`config.mk`:
```
export PLATFORM = sky130hd
export DESIGN_NAME = ring_stop_arb
export DESIGN_NICKNAME = d
export VERILOG_FILES = /design/src/rtl/ring_stop_arb.sv
export SDC_FILE = /design/constraint.sdc
export NUM_CORES = 1
export LEC_CHECK = 0
export BUFFER_PORTS_ARGS = -buffer_cell sky130_fd_sc_hd__buf_2
export CAP_MARGIN = 0
export CORE_ASPECT_RATIO = 0.9
export CORE_MARGIN = 4
export CORE_UTILIZATION = 53
export DETAILED_ROUTE_END_ITERATION = 10
export PLACE_DENSITY = 0.83
export REMOVE_ABC_BUFFERS = 1
export SLEW_MARGIN = 20
export SYNTH_ARGS = -nofsm -noshare
export SYNTH_HDL_FRONTEND = slang
export SYNTH_SLANG_ARGS = --single-unit
```
`constraint.sdc`:
```
create_clock -name clk -period 2.31 [get_ports clk]
set_input_delay 0.231 -clock clk [delete_from_list [all_inputs] [get_ports clk]]
set_output_delay 0.231 -clock clk [all_outputs]
set_load 0.02 [all_outputs]
```
`src/rtl/ring_stop_arb.sv`:
```
// Ring-stop output arbiter: pops the ring-ingress and local-inject FIFO heads,
// ejects flits addressed to this node and sends the rest onto a credit-controlled link.
module ring_stop_arb #(
    parameter int WIDTH      = 8,
    parameter int ID_W       = 2,
    parameter int NODE_ID    = 0,
    parameter int CREDITS    = 2,
    parameter int STARVE_MAX = 4
) (
    input  logic                             clk,
    input  logic                             rst,
    input  logic                             iRingEmpty,
    input  logic [WIDTH-1:0]                 iRingDat,
    output logic                             oRingRdEn,
    input  logic                             iLocEmpty,
    input  logic [WIDTH-1:0]                 iLocDat,
    output logic                             oLocRdEn,
    output logic                             oLinkVld,
    output logic [WIDTH-1:0]                 oLinkDat,
    input  logic                             iLinkCrdt,
    output logic                             oEjVld,
    output logic [WIDTH-1:0]                 oEjDat,
    input  logic                             iEjRdy,
    output logic [$clog2(CREDITS+1)-1:0]     oCrdt,
    output logic                             oCrdtErr
);

    localparam int CW = $clog2(CREDITS + 1);
    localparam int SW = $clog2(STARVE_MAX + 1);
    localparam logic [ID_W-1:0] NODE      = ID_W'(NODE_ID);
    localparam logic [CW-1:0]   CRDT_MAX  = CW'(CREDITS);
    localparam logic [SW-1:0]   STARVE_LIM = SW'(STARVE_MAX);

    logic             link_vld_q, link_vld_d;
    logic [WIDTH-1:0] link_dat_q, link_dat_d;
    logic             ej_vld_q,   ej_vld_d;
    logic [WIDTH-1:0] ej_dat_q,   ej_dat_d;
    logic [CW-1:0]    crdt_q,     crdt_d;
    logic             crdt_err_q, crdt_err_d;
    logic [SW-1:0]    starve_q,   starve_d;

    logic ring_ej, ring_lk, loc_ej, loc_lk;
    logic ej_free, crdt_ok, starved;
    logic ring_ej_gnt, loc_ej_gnt, ring_lk_gnt, loc_lk_gnt, link_gnt;

    always_comb begin
        ring_ej = !iRingEmpty && (iRingDat[WIDTH-1 -: ID_W] == NODE);
        ring_lk = !iRingEmpty && (iRingDat[WIDTH-1 -: ID_W] != NODE);
        loc_ej  = !iLocEmpty  && (iLocDat[WIDTH-1 -: ID_W] == NODE);
        loc_lk  = !iLocEmpty  && (iLocDat[WIDTH-1 -: ID_W] != NODE);

        ej_free = !ej_vld_q || iEjRdy;
        crdt_ok = (crdt_q != '0);
        starved = (starve_q == STARVE_LIM);

        // Ring traffic owns the eject register; local only ejects when ring has nothing for it.
        ring_ej_gnt = ring_ej && ej_free;
        loc_ej_gnt  = loc_ej && ej_free && !ring_ej;
        ring_lk_gnt = crdt_ok && ring_lk && !(loc_lk && starved);
        loc_lk_gnt  = crdt_ok && loc_lk && (!ring_lk || starved);
        link_gnt    = ring_lk_gnt || loc_lk_gnt;

        oRingRdEn = !rst && (ring_ej_gnt || ring_lk_gnt);
        oLocRdEn  = !rst && (loc_ej_gnt || loc_lk_gnt);
    end

    always_comb begin
        link_vld_d = link_gnt;
        link_dat_d = link_dat_q;
        ej_vld_d   = ej_vld_q;
        ej_dat_d   = ej_dat_q;
        crdt_d     = crdt_q;
        crdt_err_d = crdt_err_q;
        starve_d   = starve_q;

        if (ring_lk_gnt) begin
            link_dat_d = iRingDat;
        end else if (loc_lk_gnt) begin
            link_dat_d = iLocDat;
        end

        if (ring_ej_gnt) begin
            ej_vld_d = 1'b1;
            ej_dat_d = iRingDat;
        end else if (loc_ej_gnt) begin
            ej_vld_d = 1'b1;
            ej_dat_d = iLocDat;
        end else if (iEjRdy) begin
            ej_vld_d = 1'b0;
        end

        if (loc_lk_gnt) begin
            starve_d = '0;
        end else if (ring_lk_gnt && loc_lk && !starved) begin
            starve_d = starve_q + SW'(1);
        end

        // A credit returned while already full is a downstream protocol violation.
        if (iLinkCrdt && (crdt_q == CRDT_MAX)) begin
            crdt_err_d = 1'b1;
        end
        case ({link_gnt, iLinkCrdt})
            2'b10:   crdt_d = crdt_q - CW'(1);
            2'b01:   if (crdt_q != CRDT_MAX) crdt_d = crdt_q + CW'(1);
            default: crdt_d = crdt_q;
        endcase
    end

    always_ff @(posedge clk or posedge rst) begin
        if (rst) begin
            link_vld_q <= 1'b0;
            link_dat_q <= '0;
            ej_vld_q   <= 1'b0;
            ej_dat_q   <= '0;
            crdt_q     <= CRDT_MAX;
            crdt_err_q <= 1'b0;
            starve_q   <= '0;
        end else begin
            link_vld_q <= link_vld_d;
            link_dat_q <= link_dat_d;
            ej_vld_q   <= ej_vld_d;
            ej_dat_q   <= ej_dat_d;
            crdt_q     <= crdt_d;
            crdt_err_q <= crdt_err_d;
            starve_q   <= starve_d;
        end
    end

    assign oLinkVld = link_vld_q;
    assign oLinkDat = link_dat_q;
    assign oEjVld   = ej_vld_q;
    assign oEjDat   = ej_dat_q;
    assign oCrdt    = crdt_q;
    assign oCrdtErr = crdt_err_q;

endmodule
```
==> impl_results.md <==
- Slew Viols, Final: 0
- Gate power share: 45.4%
- Switching part of the total power: 41.3%
- Worst setup SP type: flop
- Max VDD drop: 0.688 mV
- CTS H-tree lvls: 1
- Fin Setup TNS: 0 ps
- Sequential fraction of design power: 42.7%
- Number of flops mapped to enable cells by yosys: 0
- Clk slew on worst S/H paths: 130 ps
- Tcrit/Tclk final: 93.5%
- Clk pwr share: 11.9%
- R2R Path End: oLinkDat[6]$_DFFE_PP0P_
- Largest net degree at the start of global routing: 25
- Share of cells above drive strength 1: 39.4%
- Hold Buf Count CTS: 0
- Power density cells: 985 mW/mm²
- DR vias/cell: 6.49
- Antenna diode count: 0
- Req. time, crit path: 2080 ps
- Sink Count: 24
- Adder-cell area share of the yosys netlist: 1.84%
- Share of the yosys chip area belonging to registers: 44.3%
- Core Region: 0.00245 mm²
- Setup violators final: 0
- Ys async rst share: 100%
- Setup bufs post-CTS: 0
- Gr usage total: 19.8%
- WL/cell: 16.6 µm
- Share of the synthesized area in the top cell type: 42.4%
- Register-to-Register Path Depth: 3
- Fin. Hold Viols: 0
- Synth Area in XOR/XNOR: 0%
- DR pass1 iterations: 4
- Mapped Cells: 128
- Area Overhead vs Synth: 15.7%
- Hold crit path type: input pin to async pin
- Clock root buffer: clkbuf_4
- Initial drt markers: 34
- Vias: 1253
- Leading cell types by total area after synthesis: dfrtp_1 (42%), a2111o_1 (6.6%), o221a_2 (6.6%)
- Net Switching: 0.640 mW
- Fillers: 206
- First-pass GRT wire length: 5.26 mm
- Initial antenna violation count: 0
- Top FF cell, synth: dfrtp_1
- Fmax: 463 MHz
- RD Place Congestion: 0.805
- Clk_lat worst skew: 310 ps
- Yosys reg bits: 24
- Worst R2R Setup Slack: 560 ps
- # port buffers: 44
- Vias in the first global route: 1184
- Leakage: 0.680 nW
- Critical Path Fanout Max: 11
- Hold Worst Slack: 115 ps
- Post_cts resized: 0
- Crit end category: output port
- Longest Clk Path Bufs: 2
- Die Y: 56.0 µm
- YS warnings: 0
- Synth cell types: 36
- Detailed placement HPWL: 2.42 mm
- Total I/O pin count: 45
- Clock period minus worst slack: 2160 ps
- Slowest CP cell: o211ai_2
- Post-Synth Simple-Gate Area: 15.9%
- Number of buffers created by CTS: 3
- Relative slew slack: 39.1%
- Status: complete, no violations
- Post-synthesis mux area share: 0%
- Total gr overflow: 0
- Main combinational cell family by area after synthesis: compound AO/OA/AOI/OAI gates
- WS Path Type: flop to output port
- Final #Nets: 190
- Synth Area in Compound Gates: 31.5%
- Slowest stage delay, CP: 450 ps
- Die width: 61.4 µm
- Worst r2r src: oCrdt[0]$_DFFE_PP0P_
- Total power draw: 1.55 mW
- Pint: 0.908 mW
- CTS tree: yes
- DRC violations left: 0
- Max-capacitance violation count: 0
- Area of the die: 0.00344 mm²
- Cell Rows: 17
- Drt total wl: 3.20 mm
- Worst-path cell chain: inv_1 -> ha_1 -> nand2_1 -> o211ai_2 -> a21oi_1 -> buf_2
- RSZ-0062 raised after global routing: no
- Synthesized cell area: 0.00136 mm²
- Final ANT Viol Nets: 0
- Leading area contributor after synthesis: dfrtp_1
- Worst slew pin tran: 912 ps
- Setup Skew: 9.13 ps
- Avg Cell Area, Syn: 10.6 µm²
- Arrival time worst endpoint: 1930 ps
- Initial Util: 55.5%
layout make-up:
cell class	instances	area (µm²)	share of cell area, %
Clock buffer	4	26.3	1.67
Inverter	5	18.8	1.19
Multi-Input combinational cell	88	669	42.6
Sequential cell	24	602	38.3
Tap cell	28	35.0	2.23
Timing Repair Buffer	44	220	14.0
worst max-delay path by stage:
stage	start	endpoint	slack [ps]	cells past startpoint
4_1_cts	starve_q[0]$_DFFE_PP0P_	oRingRdEn	170	6
3_5_place_dp	starve_q[0]$_DFFE_PP0P_	oRingRdEn	530	6
6_report	starve_q[0]$_DFFE_PP0P_	oRingRdEn	150	6
3_3_place_gp	starve_q[0]$_DFFE_PP0P_	oRingRdEn	600	6
2_1_floorplan	oCrdt[1]$_DFFE_PP1P_	oLocRdEn	630	3
5_1_grt	starve_q[0]$_DFFE_PP0P_	oRingRdEn	6	6
cell usage in the layout, fill, tap and decap left out, types with 2 or more instances in the layout:
| cell | count |
|---|---|
| ha_1 | 2 |
| o221a_2 | 8 |
| and3_1 | 2 |
| a31oi_1 | 6 |
| a21oi_1 | 4 |
| nor2b_1 | 3 |
| o21bai_1 | 2 |
| o21ba_2 | 2 |
| nand4_1 | 9 |
| nand2b_1 | 2 |
| buf_2 | 44 |
| clkbuf_4 | 3 |
| o21ai_0 | 5 |
| a2111o_1 | 8 |
| or2_2 | 3 |
| nand2_1 | 2 |
| inv_1 | 5 |
| o31ai_1 | 6 |
| nor2_1 | 2 |
| nor3_1 | 8 |
| nand3_1 | 3 |
| dfrtp_1 | 23 |
synthesized netlist by cell type, types with 2 or more instances:
cell,n
o21ai_0,5
nor2_1,2
nor3_1,8
ha_1,2
buf_6,2
nand4_1,9
o221a_2,8
and3_1,2
nand2_1,2
buf_2,4
o31ai_1,6
a2111o_1,8
a21oi_1,4
nor2b_1,3
nand3_1,3
o21bai_1,2
inv_1,5
dfrtp_1,23
a31oi_1,6
clkbuf_1,3
nand2b_1,2
or2_2,3
o21ba_2,2
buf_4,2
registers in the layout, indices dropped and copies added (netlist names):
register,count
oCrdt,2
oLinkVld,1
oEjDat,8
oEjVld,1
starve_q,3
oCrdtErr,1
oLinkDat,8
power groups by stage:
stage                     Combinational [mW]  Clock [mW]  Sequential (mW)
final                                  0.702       0.185            0.660
after global routing                   0.770       0.213            0.680
after CTS                              0.708       0.191            0.661
after detailed placement               0.705           0            0.671
after global placement                 0.686           0            0.659
after floorplan                        0.326           0            0.808
critical path, delay by kind of cell (launching register included):
kind | cells | cell delay (ps)
flip-flops | 1 | 420
AND/OR/NAND/NOR | 1 | 230
buffers and inverters | 2 | 250
AO/OA/AOI/OAI | 2 | 560
adder cells (fa/ha/maj) | 1 | 170
cells by family (layout without fill, tap and decap cells):
family | Yosys count | in the layout
AO/OA/AOI/OAI | 49 | 49
flip-flops | 24 | 24
adder cells (fa/ha/maj) | 2 | 2
AND/OR/NAND/NOR | 37 | 37
buffers and inverters | 16 | 53
stage by stage:
| step | setup WS [ps] | cells | area, µm² | util [%] |
|---|---|---|---|---|
| final | 150 | 193 | 1570 | 64.2 |
| after floorplan | 631 | 117 | 1290 | - |
| after detailed placement | 529 | 189 | 1550 | 63.2 |
| after CTS | 168 | 193 | 1570 | 64.2 |
| after global routing | 5.64 | 193 | 1570 | 64.2 |
| after global placement | 605 | 189 | 1550 | 63.2 |
routing by layer:
metal / GRT usage (%) / vias up / wire [µm]
met5: 0 / - / 0
met4: 5.45 / 0 / 37
met3: 3.48 / 6 / 193
met2: 30.2 / 48 / 1500
met1: 28.7 / 608 / 1470
li1: - / 591 / -
No activity file was read; power rests on OpenSTA's default activity.
